## src/rtl/period_cmp_multi.sv

```systemverilog
// period_cmp_multi: multi-channel clock-period monitor and run-time selectable period comparator.
// Ports:
//   sys_clk            sole clock, all logic on posedge
//   rst_n              synchronous active-low reset
//   clk_in[NUM_CH]     asynchronous clocks to monitor
//   sel_a, sel_b       channel selects for the comparison
//   period             last complete period per channel, channel i at [i*CNT_W +: CNT_W]
//   meas_valid         period[i] holds a valid measurement
//   stalled            channel saw no rising edge for 2^CNT_W-1 cycles
//   a_eq_b/a_lt_b/a_gt_b  registered comparison of period[sel_a] against period[sel_b]
//   cmp_valid          comparison flags are meaningful
// Build option: define PERIOD_CMP_TOL_EN to treat |A-B| <= TOL as equal.
module period_cmp_multi #(
    parameter int NUM_CH      = 2,
    parameter int CNT_W       = 8,
    parameter int SYNC_STAGES = 2,
    parameter int SEL_W       = (NUM_CH > 1) ? $clog2(NUM_CH) : 1,
    parameter int TOL         = 1
) (
    input  logic                     sys_clk,
    input  logic                     rst_n,
    input  logic [NUM_CH-1:0]        clk_in,
    input  logic [SEL_W-1:0]         sel_a,
    input  logic [SEL_W-1:0]         sel_b,
    output logic [NUM_CH*CNT_W-1:0]  period,
    output logic [NUM_CH-1:0]        meas_valid,
    output logic [NUM_CH-1:0]        stalled,
    output logic                     a_eq_b,
    output logic                     a_lt_b,
    output logic                     a_gt_b,
    output logic                     cmp_valid
);
    localparam logic [CNT_W-1:0] MAX = '1;

    if (NUM_CH < 2) begin : g_bad_ch
        $error("NUM_CH must be at least 2");
    end
    if (SYNC_STAGES < 2) begin : g_bad_sync
        $error("SYNC_STAGES must be at least 2");
    end
    if (TOL < 0) begin : g_bad_tol
        $error("TOL must be non-negative");
    end

    for (genvar i = 0; i < NUM_CH; i++) begin : g_ch
        logic [SYNC_STAGES-1:0] sync_q;
        logic                   hist;
        logic                   armed;
        logic                   mv;
        logic                   st;
        logic                   rise;
        logic [CNT_W-1:0]       cnt;
        logic [CNT_W-1:0]       per;
        assign rise = sync_q[SYNC_STAGES-1] & ~hist;
        always_ff @(posedge sys_clk) begin
            if (!rst_n) begin
                sync_q <= '0;
                hist   <= 1'b0;
                armed  <= 1'b0;
                mv     <= 1'b0;
                st     <= 1'b0;
                cnt    <= '0;
                per    <= '0;
            end else begin
                sync_q <= {sync_q[SYNC_STAGES-2:0], clk_in[i]};
                hist   <= sync_q[SYNC_STAGES-1];
                cnt    <= rise ? CNT_W'(1) : (cnt == MAX ? cnt : cnt + 1'b1);
                // a rise always (re)arms; it captures only if a previous rise armed it
                if (rise) begin
                    armed <= 1'b1;
                    st    <= 1'b0;
                    if (armed) begin
                        per <= cnt;
                        mv  <= 1'b1;
                    end
                end else if (cnt == MAX) begin
                    st    <= 1'b1;
                    mv    <= 1'b0;
                    armed <= 1'b0;
                end
            end
        end
        assign period[i*CNT_W +: CNT_W] = per;
        assign meas_valid[i]            = mv;
        assign stalled[i]               = st;
    end

    logic             va, vb, cv_n, eq_n, lt_n;
    logic [SEL_W-1:0] ia, ib;
    logic [CNT_W-1:0] pa, pb;
`ifdef PERIOD_CMP_TOL_EN
    logic [CNT_W-1:0] diff;
`endif

    always_comb begin
        va   = int'(sel_a) < NUM_CH;
        vb   = int'(sel_b) < NUM_CH;
        // out-of-range selects are steered to channel 0 so indexing stays in bounds
        ia   = va ? sel_a : '0;
        ib   = vb ? sel_b : '0;
        pa   = period[int'(ia)*CNT_W +: CNT_W];
        pb   = period[int'(ib)*CNT_W +: CNT_W];
        cv_n = va & vb & meas_valid[ia] & meas_valid[ib];
`ifdef PERIOD_CMP_TOL_EN
        // subtract the smaller from the larger so the difference never underflows
        diff = pa > pb ? pa - pb : pb - pa;
        eq_n = int'(diff) <= TOL;
`else
        eq_n = pa == pb;
`endif
        lt_n = ~eq_n & (pa < pb);
    end

    always_ff @(posedge sys_clk) begin
        if (!rst_n) begin
            cmp_valid <= 1'b0;
            a_eq_b    <= 1'b0;
            a_lt_b    <= 1'b0;
            a_gt_b    <= 1'b0;
        end else begin
            cmp_valid <= cv_n;
            a_eq_b    <= cv_n & eq_n;
            a_lt_b    <= cv_n & lt_n;
            a_gt_b    <= cv_n & ~eq_n & ~lt_n;
        end
    end
endmodule
```

## config.mk

```make
export PLATFORM = sky130hd
export DESIGN_NAME = period_cmp_multi
export DESIGN_NICKNAME = d
export VERILOG_FILES = /design/src/rtl/period_cmp_multi.sv
export SDC_FILE = /design/constraint.sdc
export NUM_CORES = 1
export LEC_CHECK = 0
export CAP_MARGIN = 25
export CORE_ASPECT_RATIO = 1.1
export CORE_UTILIZATION = 30
export CTS_CLUSTER_DIAMETER = 80
export CTS_CLUSTER_SIZE = 10
export DETAILED_ROUTE_END_ITERATION = 12
export PLACE_DENSITY = 0.52
export RECOVER_POWER = 100
export SYNTH_ARGS = -nofsm -noshare
export SYNTH_HDL_FRONTEND = slang
export SYNTH_SLANG_ARGS = --single-unit
```

## constraint.sdc

```tcl
create_clock -name sys_clk -period 2.7 [get_ports sys_clk]
set_input_delay 0.54 -clock sys_clk [delete_from_list [all_inputs] [get_ports sys_clk]]
set_output_delay 0.54 -clock sys_clk [all_outputs]
set_load 0.02 [all_outputs]
```

======== Word-level counts from Yosys, hierarchy flattened ========
Index checks and enable logic that the tools add are counted.
word-level totals
  flip-flop bits (word level) ............. 48
  input port bits ......................... 6
  output and inout bits ................... 24
  word-level logic and storage cells ...... 71
operators by class
  $add $sub $neg .......................... 2
  magnitude comparators ................... 3
  equal/unequal tests ..................... 7
  shifts and indexed selects .............. 2
  muxes and demuxes ....................... 16
  bitwise operators ....................... 13
  reductions and logical operators ........ 8
operator list
  operator             number
  $shiftx 16x5->8      2
  $add 8x1->8 const B  2
  $eq 8x8->1 const B   2
  $mux 1               16
  $and 1x1->1          8
  $eq 8x8->1           1
  $lt 8x8->1           1
  $ne 2x2->1 const B   4
  $reduce_and 2->1     4
  $not 1->1            5
  $lt 1x2->1 const B   2
  $reduce_bool 2->1    2
  $reduce_or 2->1      2

======== Logic depth before layout (Yosys ltp) ========
  depth in word-level cells ............... 6
  depth in mapped cells ................... 7
  gate-level depth less buffers ........... 6

======== Worst setup path before layout ========
OpenSTA, ideal clock, no wires.
  path type ............................... in2reg
  from .................................... input port sel_a
  to ...................................... register a_gt_b
  setup time .............................. 122 ps
  arrival time ............................ 1997 ps
  required time ........................... 2578 ps
  slack ................................... 581 ps
  cell stages on the path ................. 7
  buffers on the path ..................... 1
  cells stage by stage .................... buf_2 mux2_2 ha_1 nor2b_1 o211ai_1 a21oi_1 o311a_1
between the ends
  longest elaborated chain between the ends .. 6
  elaborated cells between the ends (all ways) .. 11
  classes of those cells .................. order compare: 1; eq/ne: 1; shift: 1; mux: 2; bitwise: 6
ends and longest elaborated chain
  what                                                                RTL line  text
  start, declared                                                     23        input logic [SEL_W-1:0] sel_a,
  parallel branches: the longest is 5 deep, another holds $lt 8x8->1  -
  $and 1x1->1 *                                                       124       a_gt_b <= cv_n & ~eq_n & ~lt_n;
  end signal, assigned                                                124
  end, declared                                                       30        output logic a_gt_b,
Every way passes the cells marked *. The select of a mux whose other input is x is not followed.
A chain may end at the register's enable or synchronous reset.

======== Worst setup path in the final report ========
Same ends and word-level chain as after synthesis.

==> results_dict.tcl <==
set metrics [dict create \
    path_max_fanout 4 \
    cp.arrival_ps 2520 \
    gp_congestion 0.730 \
    cts.sink_count 48 \
    port_buffers 29 \
    layout-drive-gt1-share_pct 9.06 \
    firstDrtPassIters 4 \
    p_int_uw 959 \
    place_inst 342 \
    critPathKind "in2reg" \
    hold_class "reg2reg" \
    core_sq_mm 0.00701 \
    syn_to_final_growth_pct 20.8 \
    fmax_ghz 0.428 \
    clockBufferDepth 2 \
    leakage_nw 1.09 \
    netlist_instances 234 \
    p_switching_uw 286 \
    via_per_inst 4.77 \
    numCtsBuffers 5 \
    routed_wl_mm 4.43 \
    final_antenna_net_count 0 \
    synth_edf_count 0 \
    grt_pass1_vias 1577 \
    clock-root-buffer "clkbuf_8" \
    yosysSeqAreaShare_pct 44.3 \
    cts-resized-gates 0 \
    wl_per_cell_um 12.7 \
    max_slew_margin_pct 25.1 \
    p_comb_share_pct 5.3 \
    ys.flop_type "dfxtp_1" \
    start_kind "input port" \
    synth_async_sr_flop_share_pct 0 \
    die-area_sq_mm 0.00758 \
    path_clk_slew_ps 90 \
    p_sw_share_pct 23.0 \
    cts_tree "done" \
    max_stage_delay_ps 590 \
    die_y_um 91.2 \
    maxCapViolCount 0 \
    crit_path_end_kind "flip-flop" \
    synth_cell_types 38 \
    netlist_area_sq_mm 0.00217 \
    grt_pass1_wl_mm 7.95 \
    htreeDepth 2 \
    tightest_slew_ps 1110 \
    grt_max_degree 23 \
    p_clk_share_pct 35.7 \
    fin_nets 280 \
    period_needed_ps 2340 \
    yosys.area_share.simple_pct 21.0 \
    synth_top_family_by_area "simple AND/OR/NAND/NOR gates" \
    fin_skew_ps 5.15 \
    ios 30 \
    crit_required_ps 2890 \
    synth-seq-cells 48 \
    chipWidth_um 83.1 \
    groute.usage.overall_pct 13.0 \
    antenna_found_initial 0 \
    post_cts_buffers 0 \
    grt.overflow.total 0 \
    path_cells "dlygate4sd3_1, buf_4, mux2_2, ha_1, a21oi_1, a21boi_0, o311a_1" \
    drcViolationCount 0 \
    synthAdderAreaFrac_pct 5.76 \
    synth_compound_area_share_pct 9.86 \
    maxSlewViolCount 0 \
    ir_drop_mv 0.222 \
    insertion_delay_ps 300 \
    setup_viol 0 \
    hpwl_mm 3.35 \
    period_share_pct 86.5 \
    synth_warnings 0 \
    syn_avg_cell_area_sq_um 9.28 \
    instances_no_fill 350 \
    pwr-share-seq_pct 59.0 \
    vias 1671 \
    status "finished clean" \
    hold_violations 0 \
    syn_nets 250 \
    setup_tns_ps 0 \
    rsz0062_at_grt "no" \
    antennaDiodeCount 0 \
    crit_slowest_cell "dlygate4sd3_1" \
    drt_iter0_markers 56 \
    initial_core_util_pct 31.0 \
    crit_family "buffers and inverters" \
    worstPathBufferInverterCount 2 \
    cts_hold_buf 0 \
    synth_xor_area_share_pct 3.23 \
    synthMuxAreaShare_pct 12.4 \
    power.density_mw_per_mm2 475 \
    fp-row-count 32 \
]
-- synth_stat cells (2+ instances only) --
cell / count / area, sq um
o2111ai_1: 3 / 26.3
mux2_2: 8 / 90.1
nand2b_1: 2 / 12.5
xnor2_1: 3 / 26.3
buf_2: 3 / 15.0
a21oi_1: 20 / 100
or2_2: 2 / 12.5
nor2_1: 28 / 105
nor2b_1: 3 / 18.8
xor2_1: 5 / 43.8
dfxtp_1: 48 / 961
nand2_1: 21 / 78.8
nor3_1: 3 / 15.0
a211oi_1: 2 / 15.0
buf_4: 4 / 30.0
nand4_1: 3 / 18.8
clkbuf_1: 5 / 18.8
o31ai_1: 2 / 15.0
inv_1: 3 / 11.3
and2_1: 6 / 37.5
o21ai_0: 3 / 15.0
nand3_1: 14 / 70.1
ha_1: 10 / 125
or4_1: 2 / 15.0
mux2i_1: 18 / 180
-- per-layer routing --
metal	vias to the layer above	routed length [um]	global-route usage [%]
met3	6	146	3.09
met4	0	65	4.31
met5	-	0	0
li1	879	-	-
met2	26	1860	18.9
met1	760	2350	18.7
-- flip-flops by register name (all words and copies together), names as in the netlist --
signal and count:
a_gt_b 1, g_ch.mv 2, g_ch.hist 2, g_ch.per 16, g_ch.armed 2, g_ch.sync_q 4, a_lt_b 1, cmp_valid 1
a_eq_b 1, g_ch.cnt 16, g_ch.st 2
-- final cells by class --
cell class,instances,area (sq um)
Inverter,3,11.3
Timing Repair Buffer,35,332
Clock inverter,1,7.51
Sequential cell,48,961
Fill cell,725,4380
Multi-Input combinational cell,171,1120
Clock buffer,7,86.3
Tap cell,85,106
-- per-stage QoR --
step	setup slack [ps]	total power, mW	area (sq um)	utilization [%]	hold WS, ps
after CTS	451	1.26	2640	37.7	441
after floorplan	581	0.795	2170	-	412
after global routing	212	1.31	2620	37.4	467
after detailed placement	129	0.820	2550	36.4	419
final	364	1.25	2620	37.4	439
after global placement	173	0.819	2550	36.4	418
-- cells in the final DEF, fill, tap and decap left out, types with 5 or more instances in the layout --
| master | instances |
|---|---|
| nand3_1 | 15 |
| mux2i_1 | 18 |
| xor2_1 | 5 |
| buf_4 | 5 |
| a21oi_1 | 20 |
| dlygate4sd3_1 | 27 |
| nand2_1 | 21 |
| dfxtp_1 | 48 |
| ha_1 | 10 |
| clkbuf_8 | 6 |
| mux2_2 | 8 |
| nor2_1 | 28 |
-- path summary, 6_finish.rpt --
kind	cells after the start	from	to	slack, ps
min reg2reg	1	g_ch[1].sync_q[0]	g_ch[1].sync_q[1]	440
max reg2reg	5	g_ch[0].cnt[0]	g_ch[0].cnt[1]	460
min	1	g_ch[1].sync_q[0]	g_ch[1].sync_q[1]	440
max	7	sel_a	a_gt_b	360
-- logic make-up after synthesis --
family | after synthesis
AO/OA/AOI/OAI | 35
XOR/XNOR | 8
adder cells (fa/ha/maj) | 10
buffers and inverters | 15
flip-flops | 48
multiplexers | 26
AND/OR/NAND/NOR | 92
-- power groups by stage --
stage / Clock (mW) / Combinational (mW) / Sequential (mW)
final: 0.445 / 0.0662 / 0.735
after global routing: 0.502 / 0.0758 / 0.737
after CTS: 0.460 / 0.0690 / 0.735
after detailed placement: 0 / 0.0684 / 0.751
after global placement: 0 / 0.0681 / 0.751
after floorplan: 0 / 0.0478 / 0.747
No activity file was read; power rests on OpenSTA's default activity.
